--- config.mk ---
export PLATFORM = sky130hd
export DESIGN_NAME = reg_load_arbiter_flat
export DESIGN_NICKNAME = d
export VERILOG_FILES = /design/src/rtl/reg_load_arbiter_if.sv /design/src/rtl/reg_load_arbiter.sv /design/src/flat_wrapper.sv
export SDC_FILE = /design/constraint.sdc
export NUM_CORES = 1
export LEC_CHECK = 0
export BUFFER_PORTS_ARGS = -buffer_cell sky130_fd_sc_hd__buf_2
export CAP_MARGIN = 10
export CORE_MARGIN = 4
export CORE_UTILIZATION = 42
export CTS_CLUSTER_DIAMETER = 50
export DETAILED_ROUTE_END_ITERATION = 6
export HOLD_SLACK_MARGIN = 0.1
export PLACE_DENSITY_LB_ADDON = 0.05
export SLEW_MARGIN = 15
export SYNTH_ARGS = -nofsm -noshare
export SYNTH_HDL_FRONTEND = slang
export SYNTH_SLANG_ARGS = --single-unit
--- constraint.sdc ---
create_clock -name clk -period 1.7 [get_ports clk]
set_input_delay 0.085 -clock clk [delete_from_list [all_inputs] [get_ports clk]]
set_output_delay 0.085 -clock clk [all_outputs]
set_load 0.02 [all_outputs]
--- src/rtl/reg_load_arbiter_if.sv ---
// rtl/reg_load_arbiter_if.sv - requester/register-bus bundle for reg_load_arbiter
//
// Purpose: groups the two requester channels, the control-unit freeze and the
// shared register write bus into one interface.
// Signals:
//   hold              freeze, no new grant while 1
//   req0/dest0/data0  requester 0 request, target (0=A, 1=B), write data
//   req1/dest1/data1  requester 1, same meaning
//   ack0/ack1         one-cycle grant acknowledges
//   load_a/load_b     load strobes to register A / register B
//   data_out          shared data bus to both registers
//   contend           one-cycle pulse, both requesters were eligible
// Modports: master = requesters/control side, slave = arbiter side.
interface reg_load_arbiter_if #(
    parameter int WIDTH = 8
);
    logic             hold;
    logic             req0;
    logic             dest0;
    logic [WIDTH-1:0] data0;
    logic             req1;
    logic             dest1;
    logic [WIDTH-1:0] data1;
    logic             ack0;
    logic             ack1;
    logic             load_a;
    logic             load_b;
    logic [WIDTH-1:0] data_out;
    logic             contend;

    modport master (
        output hold, req0, dest0, data0, req1, dest1, data1,
        input  ack0, ack1, load_a, load_b, data_out, contend
    );

    modport slave (
        input  hold, req0, dest0, data0, req1, dest1, data1,
        output ack0, ack1, load_a, load_b, data_out, contend
    );
endinterface

--- src/rtl/reg_load_arbiter.sv ---
// rtl/reg_load_arbiter.sv - two-requester round-robin arbiter for a shared register write bus
//
// Purpose: grants one of two write requesters per cycle onto the shared data
// bus feeding registers A and B, with registered (latency 1) outputs.
// Ports:
//   clk    single clock, rising edge
//   rst_n  asynchronous active-low reset
//   bus    reg_load_arbiter_if.slave (hold, req/dest/data x2 in;
//          ack0/ack1, load_a/load_b, data_out, contend out)
module reg_load_arbiter #(
    parameter int WIDTH = 8
) (
    input  logic                 clk,
    input  logic                 rst_n,
    reg_load_arbiter_if.slave    bus
);
    logic             ack0_q, ack0_d;
    logic             ack1_q, ack1_d;
    logic             load_a_q, load_a_d;
    logic             load_b_q, load_b_d;
    logic             contend_q, contend_d;
    logic [WIDTH-1:0] data_q, data_d;
    // 0: requester 0 wins a tie, 1: requester 1 wins a tie
    logic             ptr_q, ptr_d;

    logic elig0, elig1, grant0, grant1;

    // A requester whose ack is currently high is already being served this
    // cycle; excluding it prevents a held req from being granted twice.
    assign elig0 = bus.req0 && !ack0_q && !bus.hold;
    assign elig1 = bus.req1 && !ack1_q && !bus.hold;

    assign grant0 = elig0 && (!elig1 || !ptr_q);
    assign grant1 = elig1 && (!elig0 ||  ptr_q);

    always_comb begin
        ack0_d    = grant0;
        ack1_d    = grant1;
        load_a_d  = (grant0 && !bus.dest0) || (grant1 && !bus.dest1);
        load_b_d  = (grant0 &&  bus.dest0) || (grant1 &&  bus.dest1);
        contend_d = elig0 && elig1;
        data_d    = data_q;
        ptr_d     = ptr_q;
        if (grant0) begin
            data_d = bus.data0;
            ptr_d  = 1'b1;
        end else if (grant1) begin
            data_d = bus.data1;
            ptr_d  = 1'b0;
        end
    end

    always_ff @(posedge clk or negedge rst_n) begin
        if (!rst_n) begin
            ack0_q    <= 1'b0;
            ack1_q    <= 1'b0;
            load_a_q  <= 1'b0;
            load_b_q  <= 1'b0;
            contend_q <= 1'b0;
            data_q    <= '0;
            ptr_q     <= 1'b0;
        end else begin
            ack0_q    <= ack0_d;
            ack1_q    <= ack1_d;
            load_a_q  <= load_a_d;
            load_b_q  <= load_b_d;
            contend_q <= contend_d;
            data_q    <= data_d;
            ptr_q     <= ptr_d;
        end
    end

    assign bus.ack0     = ack0_q;
    assign bus.ack1     = ack1_q;
    assign bus.load_a   = load_a_q;
    assign bus.load_b   = load_b_q;
    assign bus.contend  = contend_q;
    assign bus.data_out = data_q;
endmodule
--- src/flat_wrapper.sv ---
// flat-port wrapper written by rule: the top's interface ports become plain ports
module reg_load_arbiter_flat 
#(
    parameter int WIDTH = 8
)
  (clk, rst_n, bus_hold, bus_req0, bus_dest0, bus_data0, bus_req1, bus_dest1, bus_data1, bus_ack0, bus_ack1, bus_load_a, bus_load_b, bus_data_out, bus_contend);
  reg_load_arbiter_if #(.WIDTH(WIDTH)) bus_i ();
  input  logic clk;
  input  logic rst_n;
  input wire logic [$bits(bus_i.hold)-1:0] bus_hold;
  input wire logic [$bits(bus_i.req0)-1:0] bus_req0;
  input wire logic [$bits(bus_i.dest0)-1:0] bus_dest0;
  input wire logic [$bits(bus_i.data0)-1:0] bus_data0;
  input wire logic [$bits(bus_i.req1)-1:0] bus_req1;
  input wire logic [$bits(bus_i.dest1)-1:0] bus_dest1;
  input wire logic [$bits(bus_i.data1)-1:0] bus_data1;
  output wire logic [$bits(bus_i.ack0)-1:0] bus_ack0;
  output wire logic [$bits(bus_i.ack1)-1:0] bus_ack1;
  output wire logic [$bits(bus_i.load_a)-1:0] bus_load_a;
  output wire logic [$bits(bus_i.load_b)-1:0] bus_load_b;
  output wire logic [$bits(bus_i.data_out)-1:0] bus_data_out;
  output wire logic [$bits(bus_i.contend)-1:0] bus_contend;
  assign bus_i.hold = bus_hold;
  assign bus_i.req0 = bus_req0;
  assign bus_i.dest0 = bus_dest0;
  assign bus_i.data0 = bus_data0;
  assign bus_i.req1 = bus_req1;
  assign bus_i.dest1 = bus_dest1;
  assign bus_i.data1 = bus_data1;
  assign bus_ack0 = bus_i.ack0;
  assign bus_ack1 = bus_i.ack1;
  assign bus_load_a = bus_i.load_a;
  assign bus_load_b = bus_i.load_b;
  assign bus_data_out = bus_i.data_out;
  assign bus_contend = bus_i.contend;
  reg_load_arbiter #(.WIDTH(WIDTH)) u_core (.clk(clk), .rst_n(rst_n), .bus(bus_i));
endmodule
==> impl_results.md, run 1 <==
- Status: complete, no violations
- Library cell contributing the largest single delay on the critical path: dlygate4sd3_1
- Worst-path maximum fanout: 12
- Warning count from the yosys run: 0
- Antenna violations before repair: 0
- Detailed Route Iter0 Violations: 2
- Min-delay src: bus_data0[7]
- Width of the die: 48.1 microns
- Number of cells on the worst reg-to-reg path: 3
- Share of the synthesized netlist area taken by xor and xnor gates: 0%
- Site row count: 14
- End of the worst register-to-register path: u_core.bus.load_b$_DFF_PN0_
- Detailed-routing iteration count for the pre-antenna-repair pass: 4
- Via count of the first global-routing pass: 600
- Layout Nets: around 140
- Top cells by instance count after synthesis: 16 x inv_1, 14 x dfrtp_1, 8 x a221oi_1
- Worst endpoint required time: approximately 1.9 ns
- End of the worst hold path: u_core.bus.data_out[7]$_DFFE_PN0P_
- Share of synthesized area occupied by flip-flops and latches: 51.8%
- Peak ir drop on the vdd network: around 560 uV
- Cell family with the largest share of critical-path delay: simple AND/OR/NAND/NOR gates
- Async set-or-reset flop fraction in the synthesized netlist: 100%
- Final WL: roughly 1.6 mm
- Critical Setup Path Class: input port to flop
- Reported leakage power: 0.544 nW
- Count of state elements after synthesis: 14
- Worst slew margin relative to its limit: 68.8%
- Busiest grt layer: met2
- Syn Std Cell Area: just under 700 sq um
- Die Outline Area: around 2300 sq um
- Worst-Skew Late Latency: roughly 0.28 ns
- Setup repair after global routing missed its margin: false
- Critical Path End Type: flop
- Number of sinks on the clock net: 14
- Met1 Resource Use GR: about a fifth
- Die boundary height: between 40 and 50 microns
- Cell-by-cell trace of the critical path: dlygate4sd3_1 -> buf_2 -> or3b_4 -> nor3_1 -> a221oi_1
- Number of buffers and inverters on the critical path: 2
- Startpoint of the lowest-slack register-to-register path: u_core.bus.ack1$_DFF_PN0_
- Post-Synthesis Cells: 62
- Adder-cell area share of the yosys netlist: 0%
- Antenna cell count: 0
- Distinct cells, synth: 19
- Input/output buffers: 35
- Fraction of layout cells with a size suffix above 1: a little over two fifths
- CTS Buf Count: 3
- Type of the most critical hold path: input port to flop
- Flop-to-flop setup slack: 0.32 ns
- Mean Syn Cell Area: ~11 sq um
- Synth Area in Compound Gates: roughly 18%
- Data arrival time of the worst path: 1.54 ns
- Average wire per cell in the routed design: 12.6 microns
- Number of vias per cell: about 5
- Total gr overflow: 0
- Hold depth: 3
- Largest area contributor in the synthesized netlist: dfrtp_1
- Global placer's final weighted congestion: between 0.6 and 0.7
- Power per unit of standard cell area: between 900 and 1000 nW/um^2
- Synthesized Nets: 85
- FILL cells: 127
- Final hold viol count: 0
- Overall power of the completed layout: approximately 0.00094 W
- Pin count of the biggest net entering global routing: 15
- Root buffer cell: clkbuf_4
- CTS resizes: 0
- TritonCTS clock tree: done
- Worst clock skew on the final layout: around 0.0025 ns
- Max-capacitance violation count: 0
- Post-synthesis to final-layout area growth: 50.6%
- Synth Area in Simple Gates: 17.2%
- Clk pin slew, worst setup/hold paths: about 0.09 ns
- Number of enable-type register cells in the synthesized netlist: 0
- Global-route usage over all layers: 16.3%
- Effective utilization at floorplan: between 40 and 50%
- Largest family of logic cells by synthesized area: compound AO/OA/AOI/OAI gates
- Post-synth top flop: dfrtp_1
- Count of nets left with antenna violations after detail routing: 0
- Multiplexer share of the synthesized area: 0%
- Max clock buf depth: 2
- DR DRC count: 0
- Slew at the pin with the worst max-slew slack: roughly 0.47 ns
- Count of pins over their slew limit: 0
- Top-level port count: 36
- Library cell with the highest instance count after synthesis: inv_1
- CP peak stage delay: roughly 0.54 ns
- Clock period minus worst slack: between 1 and 1.5 ns
- Max Clock Freq: just over 700 MHz
- Finish-stage setup viols: 0
- Global Route met3 Usage: under 10%
- Area share of the largest cell type after synthesis: between 50 and 60%
- Met2 global-route usage: between 20 and 30%
- Area contributors post-synth: dfrtp_1 52%, a221oi_1 10%, inv_1 8.9%
- Sum of negative setup slack: 0 ns
- Post-detailed-placement half-perimeter wirelength: roughly 1.1 mm
- Portion of the clock cycle consumed by the worst path in the final layout: about four fifths
- Worst Setup Start Kind: input port
- H-tree depth: 1
- Total number of vias: approximately 640
- Core area: around 1500 sq um
- First-pass GRT wire length: approximately 2.6 mm
## what timing repair did
| item | CTS | global route |
|---|---|---|
| setup endpoints to repair | 0 | 0 |
| hold endpoints to repair | 26 | 0 |
| buffers inserted | 0 | 0 |
| hold buffers | 13 | 0 |
## power by group
group | switching [W] | total (W) | internal (W)
Clock | 0.000110 | 0.000241 | 0.000130
Combinational | 0.000161 | 0.000285 | 0.000124
Sequential | 0.0000270 | 0.000412 | 0.000385
## layout by cell type, fill, tap and decap left out
cell type / n
nand2b_4: 1
clkbuf_4: 3
nand2b_1: 1
or3_4: 1
or3b_4: 1
dfrtp_1: 14
and3b_1: 1
clkbuf_8: 1
o32ai_4: 1
a22o_1: 1
nor3_1: 6
buf_2: 35
inv_1: 16
dlygate4sd3_1: 13
a21o_2: 1
nor3_2: 2
a221oi_1: 8
nor2_1: 2
o21ai_0: 2
nor3b_1: 1
inv_4: 1
## layer usage
layer,vias to the layer above,part of all wire (%)
li1,313,-
met1,295,43
met2,26,48
met3,2,8.7
met4,0,0.93
met5,-,0
## stage by stage
stage               util, %  hold slack, ns  worst slack, ns  cell area [sq um]  cells
detailed placement     56.6         0.00414            0.334                853    111
floorplan                 -          -0.211            0.354                677     62
global route           67.7           0.174            0.247               1020    128
global placement       56.6        0.000945            0.397                853    111
CTS                    67.7           0.160            0.318               1020    128
finish                 67.7           0.162            0.311               1020    128
## state kept, by name, indices dropped and copies added, names as in the netlist
name and count:
u_core.bus.ack0 1, u_core.bus.contend 1, u_core.bus.load_a 1, u_core.ptr_q 1, u_core.bus.ack1 1, u_core.bus.data_out 8, u_core.bus.load_b 1
## worst max-delay path by stage
stage	start	to	slack, ns	cells past startpoint
global placement	u_core.bus.ack1$_DFF_PN0_	u_core.bus.load_b$_DFF_PN0_	0.40	3
detailed placement	u_core.bus.ack1$_DFF_PN0_	u_core.bus.load_b$_DFF_PN0_	0.33	3
finish	bus_hold	u_core.bus.data_out[6]$_DFFE_PN0P_	0.31	5
floorplan	u_core.bus.ack0$_DFF_PN0_	u_core.bus.data_out[0]$_DFFE_PN0P_	0.35	4
CTS	bus_req1	u_core.bus.load_b$_DFF_PN0_	0.32	5
global route	bus_hold	u_core.bus.data_out[5]$_DFFE_PN0P_	0.25	5
## cells by family after synthesis
| logic type | after synthesis |
|---|---|
| AO/OA/AOI/OAI | 13 |
| buffers and inverters | 19 |
| flip-flops | 14 |
| AND/OR/NAND/NOR | 16 |
## worst register-to-register path: stages, from the launching register on
cell     delay [ns]
dfrtp_1        0.40
and3b_1        0.51
nor2_1         0.12
a22o_1         0.25
## layout make-up
type / instances / area, sq um / share of cell area (%)
flip-flops and latches: 14 / 350 / 34.4
inverters: 17 / 66.3 / 6.50
multi-input cells: 29 / 241 / 23.7
repair buffers: 48 / 305 / 29.9
clock buffers: 4 / 36.3 / 3.56
well taps: 16 / 20.0 / 1.96
No activity file was read; power rests on OpenSTA's default activity.
==> run 2: changes to the inputs <==
--- a/config.mk
+++ b/config.mk
@@ -5,10 +5,12 @@
 export SDC_FILE = /design/constraint.sdc
 export NUM_CORES = 1
 export LEC_CHECK = 0
+export ABC_AREA = 1
 export BUFFER_PORTS_ARGS = -buffer_cell sky130_fd_sc_hd__buf_2
 export CAP_MARGIN = 10
+export CORE_ASPECT_RATIO = 0.8
 export CORE_MARGIN = 4
-export CORE_UTILIZATION = 42
+export CORE_UTILIZATION = 44
 export CTS_CLUSTER_DIAMETER = 50
 export DETAILED_ROUTE_END_ITERATION = 6
 export HOLD_SLACK_MARGIN = 0.1
==> constraint.sdc (replaced) <==
create_clock -name clk -period 1.3 [get_ports clk]
set_input_delay 0.065 -clock clk [delete_from_list [all_inputs] [get_ports clk]]
set_output_delay 0.065 -clock clk [all_outputs]
set_load 0.02 [all_outputs]
==> run 2 against run 1 <==
First-iteration DRC count increased to 10 times the previous value. Via count is 36% higher. Clock power is 34% higher. Critical path depth is 1 higher. Highest routed layer unchanged. Non-clock buffer count grew 11. Setup slack worse by 0.21 ns. Global-route usage rose by 3.8 points. Largest cell class is now non-clock buffers. Die area rose by 4.8%. Sequential power grew 42%. Final area increased by 19%. Utilization up 7.4 points.
==> impl_results.md, run 2 <==
- Count of nets left with antenna violations after detail routing: 0 (unchanged)
- Share of synthesized area occupied by flip-flops and latches: 46.8% (-4.9 points)
- Overall power of the completed layout: 0.00147 W (+57%)
- Number of cells on the worst reg-to-reg path: 6 (+3)
- Cell family with the largest share of critical-path delay: simple AND/OR/NAND/NOR gates
- Distinct cells, synth: 16 (-3)
- Worst slew margin relative to its limit: 78.2% (+9.5 points)
- Antenna violations before repair: 0 (unchanged)
- Top-level port count: 36 (unchanged)
- Portion of the clock cycle consumed by the worst path in the final layout: ~93%
- Number of sinks on the clock net: 14 (unchanged)
- Max-capacitance violation count: 0 (unchanged)
- Worst-path maximum fanout: 5 (-7)
- Max Clock Freq: about 830 MHz
- Pin count of the biggest net entering global routing: 18 (+3)
- Root buffer cell: clkbuf_4
- H-tree depth: 1 (unchanged)
- Mean Syn Cell Area: 7.56 sq um (-31%)
- Detailed Route Iter0 Violations: 20 (+18)
- Type of the most critical hold path: input port to flop
- Worst clock skew on the final layout: 0.00278 ns (+0.000280 ns)
- Finish-stage setup viols: 0 (unchanged)
- Total setup buffers inserted after CTS: 0 (unchanged)
- Via count of the first global-routing pass: 791 (+32%)
- Antenna cell count: 0 (unchanged)
- Power per unit of standard cell area: 1220 nW/um^2 (+32%)
- Post-synth top flop: dfrtp_1
- Library cell contributing the largest single delay on the critical path: dfrtp_1
- Peak ir drop on the vdd network: 1190 uV (+110%)
- Number of vias per cell: 4.77 (-4.0%)
- Critical Path End Type: flop
- Clk pin slew, worst setup/hold paths: 0.09 ns (about the same)
- Detailed-routing iteration count for the pre-antenna-repair pass: 4 (unchanged)
- Count of state elements after synthesis: 14 (unchanged)
- Max clock buf depth: 2 (unchanged)
- Global placer's final weighted congestion: 0.768 (+20%)
- DR DRC count: 0 (unchanged)
- Final hold viol count: 0 (unchanged)
- Top cells by instance count after synthesis: 38 x nand2_1, 18 x nand3_1, 14 x dfrtp_1
- Most common cell after layout, fill and taps aside: nand2_1
- Critical path depth: 6 (+1)
- Reported leakage power: 0.714 nW (+31%)
- Clock period minus worst slack: roughly 1.2 ns
- Library cell with the highest instance count after synthesis: nand2_1
- Count of pins over their slew limit: 0 (unchanged)
- Width of the die: 54.1 microns (+12%)
- Average wire per cell in the routed design: 12.3 microns (-2.5%)
- Worst-Skew Late Latency: 0.29 ns (about the same)
- Synthesized Nets: 122 (+44%)
- Die boundary height: 44.9 microns (-6.8%)
- Site row count: 13 (-1)
- First-pass GRT wire length: 3.46 mm (+33%)
- Highest-count cells in the layout ignoring fill and taps: 38 x nand2_1, 35 x buf_2, 21 x dlygate4sd3_1
- Effective utilization at floorplan: 46.5% (+1.5 points)
- TritonCTS clock tree: done
- Data arrival time of the worst path: 1.43 ns (-0.11 ns)
- Input/output buffers: 35 (unchanged)
- Flop-to-flop setup slack: 0.1 ns (-0.22 ns)
- Largest area contributor in the synthesized netlist: dfrtp_1
- Area contributors post-synth: dfrtp_1 47%, nand2_1 19%, nand3_1 12%
- Post-synthesis to final-layout area growth: 61.5%
- Post-detailed-placement half-perimeter wirelength: 1.35 mm (+24%)
- Final WL: 2.24 mm (+39%)
- Final Instance Area: 1210 sq um (+19%)
- CP peak stage delay: 0.41 ns (-0.13 ns)
- Area taken by flip-flops and latches: 350 sq um (unchanged)
- Number of enable-type register cells in the synthesized netlist: 0 (unchanged)
- Total number of vias: 868 (+36%)
- Total gr overflow: 0 (unchanged)
- Hold depth: 3 (unchanged)
- Critical Setup Path Class: flop to flop
- Slew at the pin with the worst max-slew slack: 0.327 ns (-0.142 ns)
- Cell-by-cell trace of the critical path: nor2_2 -> nand3_2 -> buf_4 -> nand2_1 -> nand2_1 -> o21ai_2
- Worst endpoint required time: 1.52 ns (-0.34 ns)
- Global-route usage over all layers: 20.1% (+3.8 points)
- Core area: 1610 sq um (+6.9%)
- CTS Buf Count: 3 (unchanged)
- Cell area after placement: 951 sq um (+11%)
- Post-Synthesis Cells: 99 (+60%)
- Area share of the largest cell type after synthesis: 46.8% (-4.9 points)
- Max reg flops: 8 (unchanged)
- Number of buffers and inverters on the critical path: 1 (-1)
- Layout Nets: 184 (+35%)
- CP most frequent cell: nand2_1
- Area of the multi-input gates: 330 sq um (+37%)
- Fraction of layout cells with a size suffix above 1: 32.5% (-9.5 points)
- Die Outline Area: 2430 sq um (+4.8%)
- Syn Std Cell Area: 748 sq um (+11%)
- FILL cells: 111 (-13%)
- Async set-or-reset flop fraction in the synthesized netlist: 100% (unchanged)
- Warning count from the yosys run: 0 (unchanged)
- Worst Setup Start Kind: flop
- Status: complete, no violations
run 2: changes by cell type after synthesis, sizes merged, moves of 2 or more:
cell    change
a221oi      -8
nand2b      -2
inv         -2
nor3        -7
nor2        +2
nand2      +40
nand3      +20
run 2: worst reg2reg max path, stage by stage, from the launching register on:
cell	delay, ns
dfrtp_1	0.41
nor2_2	0.16
nand3_2	0.16
buf_4	0.20
nand2_1	0.08
nand2_1	0.08
o21ai_2	0.05
run 2: layout make-up:
cell class              instances  share of cell area, %
repair buffers                 59                   33.7
flip-flops and latches         14                   29.0
clock buffers                   4                   3.00
multi-input cells              68                   27.3
inverters                      15                   4.66
well taps                      22                   2.28
run 2: layer usage:
metal	track usage, %	vias to the layer above	part of all wire [%]
met3	6.27	4	6.9
met4	4.48	0	1.0
met2	35.0	31	51
met5	0	-	0
li1	-	430	-
met1	24.3	403	41
run 2: path summary, 6_finish.rpt:
kind | startpoint | end
max | u_core.bus.ack0$_DFF_PN0_ | u_core.bus.load_a$_DFF_PN0_
min reg2reg | u_core.bus.data_out[3]$_DFFE_PN0P_ | u_core.bus.data_out[3]$_DFFE_PN0P_
max reg2reg | u_core.bus.ack0$_DFF_PN0_ | u_core.bus.load_a$_DFF_PN0_
max in group asynchronous | rst_n | u_core.bus.load_a$_DFF_PN0_
min in group asynchronous | rst_n | u_core.bus.data_out[4]$_DFFE_PN0P_
min | bus_req0 | u_core.bus.contend$_DFF_PN0_
run 2: report_power, final:
part | internal, W | total, W | switching (W) | leakage (nW)
logic | 0.000223 | 0.000560 | 0.000337 | 0.516
clock network | 0.000171 | 0.000323 | 0.000152 | 0.0210
registers | 0.000534 | 0.000587 | 0.0000532 | 0.177
total | 0.000927 | 0.00147 | 0.000543 | 0.714
run 2: logic make-up after synthesis:
logic type	count (synthesis)	share of synthesized area, %
simple gates	65	40.1
buf+inv	17	10.5
flops	14	46.8
compound gates	3	2.51
run 2: per-stage QoR:
stage | std cells | worst slack, ns | TNS (ns) | util, % | hold slack (ns)
after floorplan | 99 | 0.0564 | 0 | - | -0.231
after global placement | 157 | 0.140 | 0 | 59.1 | -0.0172
after detailed placement | 157 | 0.106 | 0 | 59.1 | -0.0186
after CTS | 182 | 0.0807 | 0 | 74.4 | 0.142
after global routing | 182 | -0.0184 | -0.0184 | 75.1 | 0.160
final | 182 | 0.0970 | 0 | 75.1 | 0.150
run 2: repair_timing:
item	in CTS	in global routing
hold buffers	21	0
hold endpoints to repair	25	0
resized for setup	0	2
setup endpoints to repair	0	8
==> run 3: changes to the inputs <==
--- a/config.mk
+++ b/config.mk
@@ -8,13 +8,12 @@
 export ABC_AREA = 1
 export BUFFER_PORTS_ARGS = -buffer_cell sky130_fd_sc_hd__buf_2
 export CAP_MARGIN = 10
-export CORE_ASPECT_RATIO = 0.8
 export CORE_MARGIN = 4
-export CORE_UTILIZATION = 44
+export CORE_UTILIZATION = 47
 export CTS_CLUSTER_DIAMETER = 50
 export DETAILED_ROUTE_END_ITERATION = 6
 export HOLD_SLACK_MARGIN = 0.1
-export PLACE_DENSITY_LB_ADDON = 0.05
+export PLACE_DENSITY = 0.86
 export SLEW_MARGIN = 15
 export SYNTH_ARGS = -nofsm -noshare
 export SYNTH_HDL_FRONTEND = slang
==> constraint.sdc (replaced) <==
create_clock -name clk -period 1.6 [get_ports clk]
set_input_delay 0.08 -clock clk [delete_from_list [all_inputs] [get_ports clk]]
set_output_delay 0.08 -clock clk [all_outputs]
set_load 0.02 [all_outputs]
==> run 3 against run 2 <==
Setup slack better by 0.13 ns. Clock power fell by 42%. Critical path depth grew 2. Via count shrank 7.4%. Worst hold slack worse by 0.046 ns. Sequential power down 18%. Final area shrank 16%. Sequential share of layout area grew 5.6 points. Cell count down 13%. Wire length down 16%. Highest routed layer unchanged.
==> impl_results.md, run 3 (synthesis gave the netlist of run 2 again) <==
- Status: complete, no violations
- Total setup buffers inserted after CTS: 0 (unchanged)
- Number of sinks on the clock net: 14 (unchanged)
- Worst-path maximum fanout: 17 (+12)
- Site row count: 14 (+1)
- Peak ir drop on the vdd network: 617 uV (-48%)
- Antenna cell count: 0 (unchanged)
- Max-capacitance violation count: 0 (unchanged)
- Part of the power in combinational logic: 37.9% (-0.2 points)
- Type of the most critical hold path: input port to flop
- Layout Nets: 167 (-9.2%)
- Power per unit of standard cell area: 1060 nW/um^2 (-13%)
- Global-route usage over all layers: 17.5% (-2.6 points)
- Sum of negative setup slack: 0 ns (unchanged)
- Worst Setup Start Kind: input port
- Root buffer cell: clkbuf_4
- Cell-by-cell trace of the critical path: dlygate4sd3_1 -> buf_2 -> inv_2 -> nand3_2 -> nand2_4 -> nand2_1 -> nand2_1 -> nand2_1
- Die Outline Area: 2290 sq um (-5.5%)
- Highest-count cells in the layout ignoring fill and taps: 38 x nand2_1, 35 x buf_2, 18 x nand3_1
- Final Instance Area: 1010 sq um (-16%)
- Portion of the clock cycle consumed by the worst path in the final layout: between 80 and 90%
- Count of pins over their slew limit: 0 (unchanged)
- Global placer's final weighted congestion: 0.792 (+3.0%)
- Width of the die: 47.9 microns (-11%)
- Via count of the first global-routing pass: 706 (-11%)
- Total gr overflow: 0 (unchanged)
- Flop-to-flop setup slack: 0.24 ns (+0.14 ns)
- Max reg flops: 8 (unchanged)
- DR DRC count: 0 (unchanged)
- Max Clock Freq: around 730 MHz
- Die boundary height: 47.9 microns (+6.7%)
- Effective utilization at floorplan: 49.7% (+3.2 points)
- Fraction of layout cells with a size suffix above 1: 33.1% (+0.60 points)
- Setup repair after global routing missed its margin: false
- Antenna violations before repair: 0 (unchanged)
- Top-level port count: 36 (unchanged)
- Post-synthesis to final-layout area growth: 35.5%
- Input/output buffers: 35 (unchanged)
- Sw Ratio: 38.1% (+1.1 points)
- Average wire per cell in the routed design: 11.9 microns (-3.1%)
- TritonCTS clock tree: done
- Number of vias per cell: 5.09 (+6.7%)
- CP peak stage delay: 0.53 ns (+0.12 ns)
- Cell area after placement: 921 sq um (-3.2%)
- Count of nets left with antenna violations after detail routing: 0 (unchanged)
- Data arrival time of the worst path: 1.53 ns (+0.10 ns)
- Pin count of the biggest net entering global routing: 18 (unchanged)
- Clock period minus worst slack: between 1 and 1.5 ns
- Final WL: 1.88 mm (-16%)
- Switching power of the nets: 0.000410 W (-24%)
- Worst-Skew Late Latency: 0.27 ns (-0.02 ns)
- Slew at the pin with the worst max-slew slack: 0.314 ns (-0.0128 ns)
- Critical Setup Path Class: input port to flop
- Sequential power share: 44.7% (+4.8 points)
- Detailed-routing iteration count for the pre-antenna-repair pass: 4 (unchanged)
- Library cell contributing the largest single delay on the critical path: dlygate4sd3_1
- First-pass GRT wire length: 2.84 mm (-18%)
- Final hold viol count: 0 (unchanged)
- Core area: 1510 sq um (-6.4%)
- Clk pin slew, worst setup/hold paths: 0.07 ns (-0.02 ns)
- CP most frequent cell: nand2_1
- Internal power: 0.000668 W (-28%)
- Worst clock skew on the final layout: 0.00580 ns (+0.00302 ns)
- Max clock buf depth: 2 (unchanged)
- Total number of vias: 804 (-7.4%)
- Detailed Route Iter0 Violations: 9 (-55%)
- CTS Buf Count: 3 (unchanged)
- Worst slew margin relative to its limit: 79.1% (+0.85 points)
- Critical Path End Type: flop
- Hold buffer count at CTS: 7 (-67%)
- H-tree depth: 1 (unchanged)
- Most common cell after layout, fill and taps aside: nand2_1
- Worst endpoint required time: 1.76 ns (+0.24 ns)
- Reported leakage power: 0.634 nW (-11%)
- CTS resizes: 0 (unchanged)
- Finish-stage setup viols: 0 (unchanged)
- Post-detailed-placement half-perimeter wirelength: 1.34 mm (-0.33%)
- Part of the total power dissipated in the clock network: 17.4% (-4.6 points)
[run 3: changes by cell type in the layout (fill, tap and decap cells not counted), sizes merged]
cell	previous run	this run
buf	38	35
clkbuf	4	3
dlygate4sd3	21	7
[run 3: final timing paths]
path                                                       to                                from  depth (start not counted)
min                        u_core.bus.data_out[1]$_DFFE_PN0P_                        bus_data0[1]                          5
max in group asynchronous  u_core.bus.data_out[3]$_DFFE_PN0P_                               rst_n                          2
max reg2reg                u_core.bus.data_out[3]$_DFFE_PN0P_           u_core.bus.ack0$_DFF_PN0_                          6
max                        u_core.bus.data_out[3]$_DFFE_PN0P_                            bus_hold                          8
min reg2reg                u_core.bus.data_out[7]$_DFFE_PN0P_  u_core.bus.data_out[7]$_DFFE_PN0P_                          2
min in group asynchronous         u_core.bus.load_b$_DFF_PN0_                               rst_n                          2
[run 3: final cells by class]
cell class,count,area [sq um]
multi-input combinational,68,319
tap,16,20.0
sequential,14,350
clock buffer,3,22.5
fill,128,493
timing repair buffer,42,245
inverter,15,56.3
[run 3: power by group through the flow]
stage          Sequential [W]  Combinational, W  Clock (W)
5_1_grt              0.000488          0.000453   0.000211
4_1_cts              0.000478          0.000410   0.000198
6_report             0.000482          0.000408   0.000188
2_1_floorplan        0.000572          0.000168          0
3_3_place_gp         0.000483          0.000384          0
3_5_place_dp         0.000484          0.000396          0
[run 3: metrics by stage]
step	power, W	instances	setup WS [ns]	utilization [%]	hold WS, ns
after global routing	0.00115	158	0.0908	67.3	0.118
after floorplan	0.000740	99	0.356	-	-0.216
after CTS	0.00109	158	0.249	67.3	0.104
after detailed placement	0.000880	148	0.258	61.1	-0.0118
after global placement	0.000867	148	0.339	61.1	-0.0180
final	0.00108	158	0.231	67.3	0.104
[run 3: critical path: cells and delay by family]
family,cells,cell delay [ns]
AND/OR/NAND/NOR,5,0.67
buffers and inverters,3,0.78
[run 3: metal layers]
| layer | track usage [%] | vias to the layer above | part of all wire [%] | wire length [microns] |
|---|---|---|---|---|
| li1 | - | 395 | - | - |
| met1 | 20.5 | 366 | 38 | 722 |
| met2 | 31.7 | 39 | 52 | 987 |
| met3 | 1.50 | 4 | 7.7 | 145 |
| met4 | 8.06 | 0 | 1.5 | 28 |
| met5 | 0 | - | 0 | 0 |
